File: src/rtl/pulse_framer.sv
// Pulse framer ahead of pulse_avg_core: once armed, waits for a packet start and cuts the
// sample stream into num_avg pulses of pulse_size samples, flagging each pulse end with o_tlast.
module pulse_framer #(
    parameter int MAX_PULSE_SIZE = 8192,
    parameter int WIDTH          = 32,
    parameter int USER_W         = 128
) (
    input  logic              clk,
    input  logic              reset_n,
    input  logic              clear,
    input  logic              arm,
    input  logic [31:0]       pulse_size,
    input  logic [31:0]       num_avg,
    input  logic [WIDTH-1:0]  i_tdata,
    input  logic [USER_W-1:0] i_tuser,
    input  logic              i_tvalid,
    input  logic              i_tlast,
    output logic              i_tready,
    output logic [WIDTH-1:0]  o_tdata,
    output logic [USER_W-1:0] o_tuser,
    output logic              o_tvalid,
    output logic              o_tlast,
    input  logic              o_tready,
    output logic              busy,
    output logic [31:0]       pulse_count
);

    localparam int CNT_W = $clog2(MAX_PULSE_SIZE) + 1;

    typedef enum logic [1:0] {
        ST_IDLE     = 2'd0,
        ST_WAIT_SOP = 2'd1,
        ST_FRAME    = 2'd2
    } state_t;

    state_t              state_r;
    logic                busy_r;
    logic [CNT_W-1:0]    ps_r;
    logic [31:0]         na_r;
    logic [CNT_W-1:0]    samp_cnt_r;
    logic [31:0]         pulse_count_r;
    logic                sop_flag_r;
    logic [WIDTH-1:0]    o_tdata_r;
    logic [USER_W-1:0]   o_tuser_r;
    logic                o_tvalid_r;
    logic                o_tlast_r;

    logic                ready_s;
    logic                accept_s;
    logic                out_fire_s;
    logic                last_pulse_s;
    logic                last_pending_s;
    logic                last_samp_s;
    logic                first_s;
    logic [CNT_W-1:0]    samp_next_s;
    logic                start_s;
    logic                load_s;
    logic                tlast_fire_s;
    logic                done_s;
    logic                drain_s;

    function automatic logic [CNT_W-1:0] clamp_ps(input logic [31:0] val);
        logic [CNT_W-1:0] res;
        if (val == 32'd0) begin
            res = CNT_W'(1);
        end else if (val > 32'(MAX_PULSE_SIZE)) begin
            res = CNT_W'(MAX_PULSE_SIZE);
        end else begin
            res = val[CNT_W-1:0];
        end
        return res;
    endfunction

    function automatic logic [31:0] clamp_na(input logic [31:0] val);
        logic [31:0] res;
        if (val == 32'd0) begin
            res = 32'd1;
        end else begin
            res = val;
        end
        return res;
    endfunction

    // Handshake and counter decode
    always_comb begin
        out_fire_s     = o_tvalid_r & o_tready;
        last_pulse_s   = ((pulse_count_r + 32'd1) == na_r);
        // Holding the final beat of the run: accept nothing more until it leaves.
        last_pending_s = o_tvalid_r & o_tlast_r & last_pulse_s;
        last_samp_s    = (samp_cnt_r == (ps_r - CNT_W'(1)));
        first_s        = (samp_cnt_r == {CNT_W{1'b0}});
        if (last_samp_s) begin
            samp_next_s = {CNT_W{1'b0}};
        end else begin
            samp_next_s = samp_cnt_r + CNT_W'(1);
        end
        ready_s = 1'b0;
        case (state_r)
            ST_IDLE:     ready_s = 1'b1;
            ST_WAIT_SOP: ready_s = 1'b1;
            ST_FRAME:    ready_s = (~o_tvalid_r | o_tready) & ~last_pending_s;
            default:     ready_s = 1'b0;
        endcase
        accept_s = i_tvalid & ready_s;
    end

    // Control strobes; clear suppresses every action
    always_comb begin
        start_s      = 1'b0;
        load_s       = 1'b0;
        tlast_fire_s = 1'b0;
        done_s       = 1'b0;
        drain_s      = 1'b0;
        case (state_r)
            ST_IDLE: begin
                start_s = arm & ~clear;
            end
            ST_WAIT_SOP: begin
                load_s = accept_s & sop_flag_r & ~clear;
            end
            ST_FRAME: begin
                load_s       = accept_s & ~clear;
                tlast_fire_s = out_fire_s & o_tlast_r & ~clear;
                done_s       = tlast_fire_s & last_pulse_s;
                drain_s      = out_fire_s & ~accept_s & ~clear;
            end
            default: begin
                start_s = 1'b0;
            end
        endcase
    end

    // Run state machine and busy flag
    always_ff @(posedge clk or negedge reset_n) begin
        if (!reset_n) begin
            state_r <= ST_IDLE;
            busy_r  <= 1'b0;
        end else if (clear) begin
            state_r <= ST_IDLE;
            busy_r  <= 1'b0;
        end else begin
            case (state_r)
                ST_IDLE: begin
                    if (start_s) begin
                        state_r <= ST_WAIT_SOP;
                        busy_r  <= 1'b1;
                    end
                end
                ST_WAIT_SOP: begin
                    if (load_s) begin
                        state_r <= ST_FRAME;
                    end
                end
                ST_FRAME: begin
                    if (done_s) begin
                        state_r <= ST_IDLE;
                        busy_r  <= 1'b0;
                    end
                end
                default: begin
                    state_r <= ST_IDLE;
                    busy_r  <= 1'b0;
                end
            endcase
        end
    end

    // Run configuration, frozen for the duration of a run
    always_ff @(posedge clk or negedge reset_n) begin
        if (!reset_n) begin
            ps_r <= CNT_W'(1);
            na_r <= 32'd1;
        end else if (start_s) begin
            ps_r <= clamp_ps(pulse_size);
            na_r <= clamp_na(num_avg);
        end
    end

    // Packet-start tracking over every accepted beat, armed or not
    always_ff @(posedge clk or negedge reset_n) begin
        if (!reset_n) begin
            sop_flag_r <= 1'b1;
        end else if (accept_s) begin
            sop_flag_r <= i_tlast;
        end
    end

    // Sample index within the current pulse
    always_ff @(posedge clk or negedge reset_n) begin
        if (!reset_n) begin
            samp_cnt_r <= {CNT_W{1'b0}};
        end else if (clear || done_s || start_s) begin
            samp_cnt_r <= {CNT_W{1'b0}};
        end else if (load_s) begin
            samp_cnt_r <= samp_next_s;
        end
    end

    // Pulses handed downstream in the current or most recent run
    always_ff @(posedge clk or negedge reset_n) begin
        if (!reset_n) begin
            pulse_count_r <= 32'd0;
        end else if (start_s) begin
            pulse_count_r <= 32'd0;
        end else if (tlast_fire_s) begin
            pulse_count_r <= pulse_count_r + 32'd1;
        end
    end

    // Single output register stage
    always_ff @(posedge clk or negedge reset_n) begin
        if (!reset_n) begin
            o_tdata_r  <= {WIDTH{1'b0}};
            o_tuser_r  <= {USER_W{1'b0}};
            o_tvalid_r <= 1'b0;
            o_tlast_r  <= 1'b0;
        end else if (clear || done_s) begin
            o_tvalid_r <= 1'b0;
            o_tlast_r  <= 1'b0;
        end else if (load_s) begin
            o_tdata_r  <= i_tdata;
            o_tvalid_r <= 1'b1;
            o_tlast_r  <= last_samp_s;
            // The pulse keeps the header of its first sample.
            if (first_s) begin
                o_tuser_r <= i_tuser;
            end
        end else if (drain_s) begin
            o_tvalid_r <= 1'b0;
            o_tlast_r  <= 1'b0;
        end
    end

    assign i_tready    = ready_s;
    assign o_tdata     = o_tdata_r;
    assign o_tuser     = o_tuser_r;
    assign o_tvalid    = o_tvalid_r;
    assign o_tlast     = o_tlast_r;
    assign busy        = busy_r;
    assign pulse_count = pulse_count_r;

endmodule

File: config.mk
export PLATFORM = sky130hd
export DESIGN_NAME = pulse_framer
export DESIGN_NICKNAME = d
export VERILOG_FILES = /design/src/rtl/pulse_framer.sv
export SDC_FILE = /design/constraint.sdc
export NUM_CORES = 1
export LEC_CHECK = 0
export BUFFER_PORTS_ARGS = -buffer_cell sky130_fd_sc_hd__clkbuf_2
export CAP_MARGIN = 30
export CELL_PAD_IN_SITES_DETAIL_PLACEMENT = 1
export CELL_PAD_IN_SITES_GLOBAL_PLACEMENT = 1
export CORE_MARGIN = 2
export CORE_UTILIZATION = 39
export DETAILED_ROUTE_END_ITERATION = 10
export GPL_ROUTABILITY_DRIVEN = 0
export PLACE_DENSITY = 0.82
export SETUP_SLACK_MARGIN = 0.3
export SYNTH_ARGS = -nofsm -noshare
export SYNTH_HDL_FRONTEND = slang
export SYNTH_SLANG_ARGS = --single-unit
File: constraint.sdc
create_clock -name clk -period 4.31 [get_ports clk]
set_clock_uncertainty 0.1 [all_clocks]
set_input_delay 0.6465 -clock clk [delete_from_list [all_inputs] [get_ports clk]]
set_output_delay 0.6465 -clock clk [all_outputs]
set_load 0.03 [all_outputs]
==> flow_summary_export.csv <==
group,metric,value,unit
logic_synthesis,synth_cell_types,71,
floorplan,start_util,39.7,%
timing,period_minus_slack,4010,ps
detailed_routing,drc_errors,0,
worst_hold_path,hold_path.class,"in2async",
timing,tightestPinTransition,964,ps
worst_setup_path,path_max_fanout,8,
global_route,grt.busiest_layer,"met2",
worst_setup_path,crit_arrival,3260,ps
floorplan,die_area,0.0346,sq mm
global_route,grt_antenna_before_repair,3,
job,drv_cap,0,
logic_synthesis,avgSynthCellArea,11.6,sq um
logic_synthesis,syn-num-nets,1354,
detailed_routing,vias_per_cell,5.39,
timing,hold_viol,1,
pwr,power_leakage,8.74,nW
place,hpwl,34.6,mm
clocking,clock-root-buffer,"clkbuf_16",
global_route,grt_pass1_vias,11700,
timing,relSlewSlack,35.7,%
worst_setup_path,critPathRequiredTime,3560,ps
worst_setup_path,reg2reg_to,"o_tuser[4]",
timing,slew_viol_final,0,
worst_setup_path,cp-start-kind,"register",
floorplan,die_x,186,um
logic_synthesis,ys_warn_count,0,
logic_synthesis,synthFlopType,"dfrtp_1",
detailed_routing,drt_pass1_iterations,4,
clocking,h-tree-depth,1,
logic_synthesis,async_reset_ff_share,100,%
cells_and_area,layout_commonest_cell,"clkbuf_2",
timing,setup_tns,0,ps
clocking,cts_tree,"done",
detailed_routing,num_vias,10900,
cells_and_area,area_delta_synth_final,31.9,%
global_route,grt_max_degree,115,
pwr,ir_drop,0.354,mV
timing,rsz0062_at_grt,"false",
timing,max_clock_freq,250,MHz
clocking,cts_hold_buf,0,
cells_and_area,multi_input_area,0.00609,sq mm
logic_synthesis,synth_edf_count,0,
worst_setup_path,path_class,"reg2out",
worst_setup_path,cp-end-kind,"output port",
cells_and_area,layout_common_cells,"clkbuf_2, dfrtp_1, nand2_1",
cells_and_area,fillers,3647,
worst_setup_path,r2r.worst_path.cells,12,
worst_setup_path,reg2reg_from,"pulse_count[16]",
global_route,grt.met1_usage,28.8,%
timing,worst_slack,303,ps
detailed_routing,wire_per_inst,24.0,um
clocking,worstSkewPairLatency,560,ps
pwr,power.density,645,mW/mm^2
place,dp_slack,456,ps
detailed_routing,routed_wl,48.9,mm
floorplan,boundaryPins,427,
cells_and_area,seq_area,0.00649,sq mm
cells_and_area,drive_gt1_share,45.8,%
global_route,overflow,0,
cells_and_area,fin_nets,1806,
place,port_buffers,426,
logic_synthesis,syn_area,0.0129,sq mm
clocking,numCtsBuffers,30,
status,status,"complete, but fails checks",
global_route,grt_first_pass_wirelength,70.5,mm
global_route,grtUsageMet3,7.90,%
logic_synthesis,ys_seq_area_share,50.1,%
logic_synthesis,ys_ff_latch,258,
detailed_routing,ant_nets,0,
floorplan,fp.dieH,186,um
clocking,clock_sinks,258,
floorplan,row_count,66,
detailed_routing,drt-initial-drc-count,512,
status,violations,"hold timing",
clocking,clockBufferDepth,3,
timing,hold_ws,-0.0879,ps
global_route,grt.total_usage,26.8,%
timing,finalSetupViolCount,0,
clocking,path_clk_slew,60,ps
timing,period_share,93.0,%
floorplan,core_area,0.0325,sq mm
global_route,use_met2,47.0,%
logic_synthesis,synthCells,1115,
worst_setup_path,r2r_slack,520,ps
cell type report:
class                      instances  share of cell area [%]
multi-input combinational        780                    35.8
antenna                            1                  0.0147
timing repair buffer             481                    16.0
tap                              442                    3.25
clock buffer                      48                    5.63
inverter                          16                   0.353
sequential                       258                    38.1
clock inverter                     7                   0.860
flip-flops by register name (all words and copies together) (netlist names):
register,count
state_r,2
ps_r,14
pulse_count,32
o_tuser,128
sop_flag_r,1
na_r,32
o_tdata,32
busy,1
samp_cnt_r,14
o_tvalid,1
o_tlast,1
synth_stat cells, types with 9 or more instances:
| master | count | area, sq um |
|---|---|---|
| a21oi_1 | 38 | 190 |
| a22o_1 | 11 | 96.3 |
| and3_1 | 12 | 75.1 |
| buf_12 | 11 | 220 |
| buf_2 | 11 | 55.1 |
| clkbuf_1 | 31 | 116 |
| dfrtp_1 | 255 | 6380 |
| inv_1 | 15 | 56.3 |
| mux2_1 | 20 | 225 |
| mux2_2 | 41 | 462 |
| mux2_4 | 100 | 1500 |
| nand2_1 | 145 | 544 |
| nand2b_1 | 14 | 87.6 |
| nand3_1 | 13 | 65.1 |
| nand4_1 | 27 | 169 |
| nor2_1 | 60 | 225 |
| nor2b_1 | 10 | 62.6 |
| nor3_1 | 27 | 135 |
| nor4_1 | 31 | 194 |
| o21ai_0 | 41 | 205 |
| or3_1 | 9 | 56.3 |
| xnor2_1 | 40 | 350 |
| xor2_1 | 39 | 342 |
metrics by stage:
stage / total power [W] / util [%] / area (sq um) / std cells / hold WS (ps)
4_1_cts: 0.0110 / 51.4 / 16700 / 2010 / 90.6
6_report: 0.0110 / 52.3 / 17000 / 2033 / -0.0879
3_3_place_gp: 0.00782 / 47.6 / 15500 / 1948 / 354
5_1_grt: 0.0113 / 52.3 / 17000 / 2033 / 82.9
3_5_place_dp: 0.00801 / 47.7 / 15500 / 1949 / 384
2_1_floorplan: 0.00643 / - / 12900 / 1115 / 251
timing repair:
| action | CTS | global route |
|---|---|---|
| resized for setup | 27 | 21 |
| pin swaps | 5 | 8 |
| setup endpoints to repair | 1 | 1 |
| endpoints found under the hold margin | 0 | 0 |
| buffers inserted | 6 | 22 |
power by group:
part | internal, W | leakage (nW) | switching [W] | total, W
Sequential | 0.00326 | 3.28 | 0.000568 | 0.00382
Clock | 0.00175 | 0.546 | 0.00104 | 0.00279
Combinational | 0.00151 | 4.91 | 0.00285 | 0.00436
worst max-delay path, stage by stage, from the launching register on:
cell and delay (ps):
dfrtp_1 370, buf_4 160, nand3_4 140, or3_4 440, or4b_2 680, nand4_1 200, nor4_2 80, buf_4 160
nand4_4 90, nand2b_1 70, a21oi_2 140, clkbuf_8 170
routing by layer:
layer / part of all wire [%] / vias up
li1: - / 4858
met1: 36 / 5498
met2: 49 / 452
met3: 8.4 / 137
met4: 6.5 / 4
met5: 0.047 / -
how the worst max path moves through the flow:
| stage | start | to | slack (ps) |
|---|---|---|---|
| after global routing | pulse_count[16] | i_tready | 140 |
| after global placement | pulse_count[0] | o_tuser[4] | 600 |
| after floorplan | pulse_count[0] | i_tready | 590 |
| after CTS | pulse_count[14] | i_tready | 300 |
| final | pulse_count[1] | i_tready | 300 |
| after detailed placement | pulse_count[0] | o_tuser[7] | 460 |
kinds of logic (layout without fill, tap and decap cells):
logic type               count (synthesis)  in the layout  synth area share [%]
AND/OR/NAND/NOR                        389            389                  15.5
flip-flops                             258            258                  50.1
multiplexers                           168            168                  17.5
AO/OA/AOI/OAI                          136            136                  6.77
XOR/XNOR                                79             79                  5.36
buffers and inverters                   77            552                  4.00
adder cells (fa/ha/maj)                  8              8                 0.776
other                                    0              1                     0
No activity file was read; power rests on OpenSTA's default activity.
